File: src/rtl/pipe_scoreboard_ctrl.sv
// pipe_scoreboard_ctrl
//   Scoreboard-based hazard controller for a 5-stage in-order pipeline.
//   Tracks outstanding register writes (2-bit countdown + load flag per GPR).
//   It raises data-hazard stalls, branch flushes and MEM-stage freezes.
//   It also counts stalled cycles in a saturating counter.
//
//   Build option: PIPE_FORWARD_EN
//     - defined:   only a load-use (producer one stage ahead) is a hazard.
//     - undefined: any pending write is a hazard until it leaves WB.
//
// Ports
//   clk, rst                   clock, synchronous active-high reset
//   id_valid                   ID holds a real instruction
//   id_rs, id_rt               ID source registers
//   id_use_rs, id_use_rt       ID instruction reads rs / rt
//   id_wr_en, id_wr_reg        ID instruction writes id_wr_reg
//   id_is_load                 ID instruction is a load
//   ex_br_taken                branch/jump in EX resolved taken
//   mem_req, mem_ready         MEM access request / completion
//   pc_en, ifid_en, exmem_en   pipeline register load enables
//   idex_bubble, ifid_flush    NOP into ID/EX, clear IF/ID
//   stall                      1 = pipeline runs, 0 = ID held
//   state                      0 = RUN, 1 = MEM_WAIT
//   stall_cnt                  saturating count of stall=0 cycles
module pipe_scoreboard_ctrl #(
  parameter int STALL_CNT_W = 16
) (
  input  logic                   clk,
  input  logic                   rst,
  input  logic                   id_valid,
  input  logic [4:0]             id_rs,
  input  logic [4:0]             id_rt,
  input  logic                   id_use_rs,
  input  logic                   id_use_rt,
  input  logic                   id_wr_en,
  input  logic [4:0]             id_wr_reg,
  input  logic                   id_is_load,
  input  logic                   ex_br_taken,
  input  logic                   mem_req,
  input  logic                   mem_ready,
  output logic                   pc_en,
  output logic                   ifid_en,
  output logic                   exmem_en,
  output logic                   idex_bubble,
  output logic                   ifid_flush,
  output logic                   stall,
  output logic [1:0]             state,
  output logic [STALL_CNT_W-1:0] stall_cnt
);

  typedef enum logic [1:0] {
    ST_RUN      = 2'd0,
    ST_MEM_WAIT = 2'd1
  } state_t;

  state_t                 state_r;
  logic [1:0]             pend_r [32];
  logic [31:0]            ld_r;
  logic [STALL_CNT_W-1:0] stall_cnt_r;

  logic frozen_s;
  logic hazard_s;
  logic wr_s;

  // Per-register hazard test. Without forwarding, ld is only ever set while
  // pend is nonzero, so folding it in leaves the result unchanged.
  function automatic logic reg_hazard(input logic [1:0] pend, input logic ld);
`ifdef PIPE_FORWARD_EN
    reg_hazard = (pend == 2'd3) && ld;
`else
    reg_hazard = (pend != 2'd0) || ld;
`endif
  endfunction

  // Freeze detection: RUN enters on an unfinished request, MEM_WAIT holds until ready.
  always_comb begin
    frozen_s = 1'b0;
    case (state_r)
      ST_RUN:      frozen_s = mem_req && !mem_ready;
      ST_MEM_WAIT: frozen_s = !mem_ready;
      default:     frozen_s = 1'b0;
    endcase
  end

  // Data hazard on either source operand; r0 is never pending.
  always_comb begin
    hazard_s = id_valid &&
               ((id_use_rs && (id_rs != 5'd0) && reg_hazard(pend_r[id_rs], ld_r[id_rs])) ||
                (id_use_rt && (id_rt != 5'd0) && reg_hazard(pend_r[id_rt], ld_r[id_rt])));
    wr_s     = !frozen_s && !ex_br_taken && id_valid && !hazard_s &&
               id_wr_en && (id_wr_reg != 5'd0);
  end

  // Pipeline control outputs, priority: reset > freeze > branch flush > hazard.
  always_comb begin
    pc_en       = 1'b1;
    ifid_en     = 1'b1;
    exmem_en    = 1'b1;
    idex_bubble = 1'b0;
    ifid_flush  = 1'b0;
    stall       = 1'b1;
    if (rst) begin
      pc_en       = 1'b0;
      ifid_en     = 1'b0;
      exmem_en    = 1'b0;
      idex_bubble = 1'b1;
      ifid_flush  = 1'b1;
      stall       = 1'b1;
    end else if (frozen_s) begin
      pc_en       = 1'b0;
      ifid_en     = 1'b0;
      exmem_en    = 1'b0;
      idex_bubble = 1'b0;
      ifid_flush  = 1'b0;
      stall       = 1'b0;
    end else if (ex_br_taken) begin
      idex_bubble = 1'b1;
      ifid_flush  = 1'b1;
    end else if (hazard_s) begin
      pc_en       = 1'b0;
      ifid_en     = 1'b0;
      idex_bubble = 1'b1;
      stall       = 1'b0;
    end else begin
      idex_bubble = 1'b0;
    end
  end

  // State, scoreboard and stall counter update.
  always_ff @(posedge clk) begin
    if (rst) begin
      state_r     <= ST_RUN;
      ld_r        <= 32'd0;
      stall_cnt_r <= {STALL_CNT_W{1'b0}};
      for (int r = 0; r < 32; r++) begin
        pend_r[r] <= 2'd0;
      end
    end else begin
      state_r <= frozen_s ? ST_MEM_WAIT : ST_RUN;
      // A freeze holds every entry; otherwise an issue overrides the countdown.
      if (!frozen_s) begin
        for (int r = 1; r < 32; r++) begin
          if (wr_s && (id_wr_reg == 5'(r))) begin
            pend_r[r] <= 2'd3;
            ld_r[r]   <= id_is_load;
          end else if (pend_r[r] != 2'd0) begin
            pend_r[r] <= pend_r[r] - 2'd1;
            if (pend_r[r] == 2'd1) begin
              ld_r[r] <= 1'b0;
            end else begin
              ld_r[r] <= ld_r[r];
            end
          end else begin
            pend_r[r] <= 2'd0;
          end
        end
      end else begin
        state_r <= ST_MEM_WAIT;
      end
      if (!stall && (stall_cnt_r != {STALL_CNT_W{1'b1}})) begin
        stall_cnt_r <= stall_cnt_r + {{(STALL_CNT_W-1){1'b0}}, 1'b1};
      end else begin
        stall_cnt_r <= stall_cnt_r;
      end
    end
  end

  assign state     = state_r;
  assign stall_cnt = stall_cnt_r;

endmodule

File: config.mk
export PLATFORM = sky130hd
export DESIGN_NAME = pipe_scoreboard_ctrl
export DESIGN_NICKNAME = d
export VERILOG_FILES = /design/src/rtl/pipe_scoreboard_ctrl.sv
export SDC_FILE = /design/constraint.sdc
export NUM_CORES = 1
export LEC_CHECK = 0
export CAP_MARGIN = 20
export CORE_MARGIN = 4
export CORE_UTILIZATION = 29
export DETAILED_ROUTE_END_ITERATION = 8
export GPL_TIMING_DRIVEN = 0
export PLACE_DENSITY_LB_ADDON = 0.15
export SLEW_MARGIN = 40
export SYNTH_ARGS = -nofsm -noshare
export SYNTH_HDL_FRONTEND = slang
export SYNTH_SLANG_ARGS = --single-unit
File: constraint.sdc
create_clock -name clk -period 4.4 [get_ports clk]
set_input_delay 0.88 -clock clk [delete_from_list [all_inputs] [get_ports clk]]
set_output_delay 0.88 -clock clk [all_outputs]
set_load 0.01 [all_outputs]
# == After elaboration in Yosys (flattened, before gate mapping) ==
# Memories as Yosys holds them, arrays and structs flattened.
# Cells that the tools add are included.
# totals
regBits,49
ram_bits,64
inputBits,25
word_cells,1049
mem_count,1
# memory_table
name,words,width,rd,rd_ports_with_merged_regs,write_ports,line,rtl
pend_r,32,2,33,0,32,57,logic [1:0] pend_r [32];
# op_classes
add_sub_neg,32
n_lt_le_gt_ge,2
n_eq_ne,64
muxes,642
bitwise_logic,94
reduce_logical,181
# op_table
cell,count
$mux W1,546
$reduce_bool A2 Y1,95
$mux W2,93
$or A1 B1 Y1,93
$reduce_and A3 Y1,31
$eq A5 B5 Y1 const B,16
$eq A2 B1 Y1 const B,32
$sub A2 B1 Y2 const B,31
$logic_and A1 B1 Y1,43
$eq A5 B4 Y1 const B,8
$eq A5 B3 Y1 const B,4
$add A16 B1 Y16 const B,1
$ne A16 B16 Y1 const B,1
$reduce_bool A5 Y1,3
$lt A5 B6 Y1 const B,2
$bmux W1 S5,2
$eq A5 B2 Y1 const B,2
$eq A5 B1 Y1 const B,1
$logic_not A1 Y1,5
$logic_or A1 B1 Y1,3
$logic_not A2 Y1,1
$pmux W1 S2,1
$not A1 Y1,1

# == Logic depth before layout (Yosys ltp) ==
# logic_depth
depth_word,18
depth_mapped,13
mapped_depth_nobuf,9

# == Least setup slack after synthesis ==
# Ideal clock, no wire load.
# synth_timing
kind,input to output
start,input id_rs[1]
end,output pc_en
t_arrival_ps,2744
t_required_ps,3520
setup_slack_ps,776
cell_stages,11
path_buffers,2
cell_sequence,buf_2 -> or4b_2 -> a32oi_1 -> o21ai_1 -> o2111ai_1 -> a211o_1 -> a21boi_2 -> inv_1 -> nor2_1 -> nor2_1 -> buf_4
# synth_between
elab_chain_len,10
# synth_lines
element,line,rtl
"start, declared",31,"input logic [4:0] id_rs,"
$mem_v2 Z32 W2 / $bmux W1 S5 (equally long branches),--,
$reduce_bool A2 Y1 / $mux W1 (equally long branches),"71, 88",
$logic_or A1 B1 Y1,71,reg_hazard = (pend != 2'd0) || ld;
$logic_and A1 B1 Y1 *,88,"((id_use_rs && (id_rs != 5'd0) && reg_hazard(pend_r[id_rs], ld_r[id_rs])) ||"
$logic_or A1 B1 Y1 *,88,
$logic_and A1 B1 Y1 *,87,hazard_s = id_valid &&
$mux W1 * (4 in a row),--,
"end, declared",41,"output logic pc_en,"
# Every way passes the cells marked *; elsewhere a longest branch is shown, timed or not. The select of a mux whose other input is x is not followed.

# == Worst setup path in the final report ==
# layout_timing
start,input id_rs[3]
end,output pc_en
# layout_between
elab_chain_len,10
# layout_lines
element,line,rtl
$mem_v2 Z32 W2 / $bmux W1 S5 (equally long branches),--,
$reduce_bool A2 Y1 / $mux W1 (equally long branches),"71, 88",
$logic_or A1 B1 Y1,71,
$logic_and A1 B1 Y1 *,88,
$logic_or A1 B1 Y1 *,88,
$logic_and A1 B1 Y1 *,87,
$mux W1 *,119,end else if (hazard_s) begin
$mux W1 *,116,end else if (ex_br_taken) begin
$mux W1 *,109,end else if (frozen_s) begin
$mux W1 *,102,if (rst) begin
# Marks and branches as above.

==> reports/results.ini <==
[drt]
finalWirelength_um=23200
ant_nets=0
wl_per_cell_um=19.3
drtIter0Drc=408
viasPerCell=5.13
firstDrtPassIters=5
vias=6176
drc=0

[sta]
rsz0062_at_grt=false
clock.fmax_mhz=234
max_slew.worst_pin.slew_ns=0.840
hold_ws_ns=0.496
slew_headroom_pct=44.0
post-route-period-util_pct=97.2
min_period_ns=4.28
finalSetupViolCount=0
hold_viol=0
fin_skew_ns=0.00830
timing.final.ws_setup_ns=0.123
drv_slew=0

[global_routing]
grt_overflow=0
grt_pass1_wl_um=36600
antenna_found_initial=0
track_usage_pct=16.7
grt_pass1_vias=6126
grt_max_degree=48

[die]
rows=58
ioPinCount=49
chipWidth_um=167
die_y_um=167
coreArea_um2=25000
start_util_pct=29.4
die_area_um2=28000

[critical_path]
crit_chain=clkdlybuf4s50_1 -> and2b_1 -> a32oi_1 -> o21ai_1 -> o2111ai_1 -> a211o_1 -> a21boi_4 -> inv_1 -> nor2_1 -> nor2_2 -> buf_4 -> dlygate4sd2_1
crit_buf_inv=4
critPathRequiredTime_ns=3.52
reg2reg_depth=12
cp_max_fo=6
cp-end-kind=output port
cpLargestDelayFamily=buffers and inverters
startpoint=id_rs[3]
cpPeakStageDelay_ns=0.57
crit_slowest_cell=clkdlybuf4s50_1
r2r_slack_ns=1.03
r2r-start=pend_r[13][0]$_SDFFCE_PP0P_
crit_type=in -> out
crit_cells=12
critPathLaunchType=input port
arrival_ns=3.40

[finish]
diodes=0
multiInputGateArea_um2=4030
nFillCells=2653
final_nets=958
drive_gt1_share_pct=12.5
most-common-layout-cells=inv_1, nor2_1, a21oi_1
regArea_um2=2820
area_growth_pct=16.7

[yosys]
syn-instance-count=808
netlist-cell-type-count=61
synth_top_area_cell=edfxtp_1
yosys_warnings=0
synth_area_leaders=edfxtp_1, dfxtp_1, ha_1
synth_ff_type=edfxtp_1
avgSynthCellArea_um2=9.10
synth_edf_count=62
syn_nets=896
async_flop_share_pct=0
synth_area_um2=7350
synth_top_area_share_pct=25.3
seq_area_frac_synth_pct=38.4
synth_seq_cells=110

[clock_network]
cts_made_buffers=9
h-tree-depth=3
cts_tree=yes
cts_buffer_depth=2
cts.sinks=110
cts-root-buf=clkbuf_16
clk_latency_ns=0.36
cts.clk_slew.worst_paths_ns=0.07

[placed_design]
place_congestion=0.848
dp_slack_ns=-0.703
hpwlAfterDp_um=16700
port_buffers=42

[min_path]
min_path_type=reg -> reg
min_delay_path_depth=2
hp-start=ld_r[2]$_SDFFE_PP0P_

[power]
power_frac_seq_pct=46.9
ir_drop_v=0.000187
power.switching_uw=833
power_density_nw_per_um2=311
power.static_leakage_uw=0.00309
power.internal_uw=1840
comb_power_share_pct=24.1
sw_frac_of_total_pct=31.2
p_clk_share_pct=29.0

[status]
status=finished, final reports clean

[flow_run]
maxCapViolations=0

==> routing by layer <==
layer  wire, um  GRT usage (%)  share of wire (%)  vias to the layer above
met2      10300           25.8                 44                      166
met4        502           5.65                2.2                        0
li1           -              -                  -                     3034
met1      11400           24.1                 49                     2944
met5          0              0                  0                        -
met3       1040           2.43                4.5                       32
==> worst paths after layout <==
kind	endpoint
max	pc_en
min reg2reg	ld_r[2]$_SDFFE_PP0P_
min	ld_r[2]$_SDFFE_PP0P_
max reg2reg	ld_r[9]$_SDFFE_PP0P_
==> layout make-up <==
class / count / share of cell area [%]
plain buffers: 38 / 2.45
inverters: 91 / 4.04
clock inverters: 5 / 0.306
repair buffers: 51 / 5.88
flip-flops and latches: 110 / 32.9
multi-input cells: 569 / 46.9
clock buffers: 11 / 2.71
well taps: 330 / 4.81
==> sequential cells by signal, indices dropped and copies added, names as in the netlist <==
signal     count
ld_r          31
stall_cnt     16
state          1
pend_r        62
==> timing repair <==
item                                    in CTS  in global routing
gates resized for setup                     19                  1
pin swaps                                    5                  0
setup buffers                                7                  0
hold buffers                                 0                  0
gates cloned                                 1                  0
endpoints found under the setup margin       4                  1
==> kinds of logic (layout without fill, tap and decap cells) <==
group	after synthesis	after routing	synth area share [%]
AND/OR/NAND/NOR	287	287	20.3
AO/OA/AOI/OAI	195	195	17.7
buffers and inverters	129	196	7.33
flip-flops	110	110	38.4
adder cells (fa/ha/maj)	63	63	10.7
multiplexers	20	20	5.10
XOR/XNOR	3	3	0.357
other	1	1	0.0510
==> cell usage after synthesis, types with 13 or more instances <==
cell type  instances
a21oi_1           78
clkbuf_1          23
dfxtp_1           48
edfxtp_1          62
ha_1              63
inv_1             90
mux4_2            14
nand2_1           58
nand2b_1          19
nor2_1            90
nor3_1            14
o2111ai_1         32
o211ai_1          33
o21ai_0           13
or2_2             33
or3_1             13
==> through the flow <==
stage               power, uW  util, %  instance area [um^2]  std cells  setup TNS (ns)
floorplan                1690        -                  7350        808               0
global placement         1890     32.7                  8190       1180          -48.02
detailed placement       1900     32.8                  8220       1181           -2.42
CTS                      2710     34.3                  8580       1205               0
global route             2840     34.3                  8580       1205               0
finish                   2670     34.3                  8580       1205               0
==> power by group through the flow <==
| stage | sequential (uW) | combinational (uW) | clock, uW |
|---|---|---|---|
| after detailed placement | 1270 | 628 | 0 |
| after CTS | 1250 | 647 | 808 |
| after global routing | 1270 | 731 | 845 |
| final | 1250 | 645 | 774 |
| after global placement | 1280 | 619 | 0 |
| after floorplan | 1250 | 439 | 0 |
==> worst reg2reg max path: stages (launching register included) <==
cell and delay [ns]:
edfxtp_1 0.43, or3_1 0.41, mux4_2 0.48, mux2i_1 0.26, a221oi_2 0.13, a41oi_2 0.16, buf_4 0.17, buf_4 0.12
nand4_1 0.19, buf_2 0.28, or3_4 0.38, o2111ai_1 0.12, o211ai_1 0.11
(Power assumes the default switching activity.)
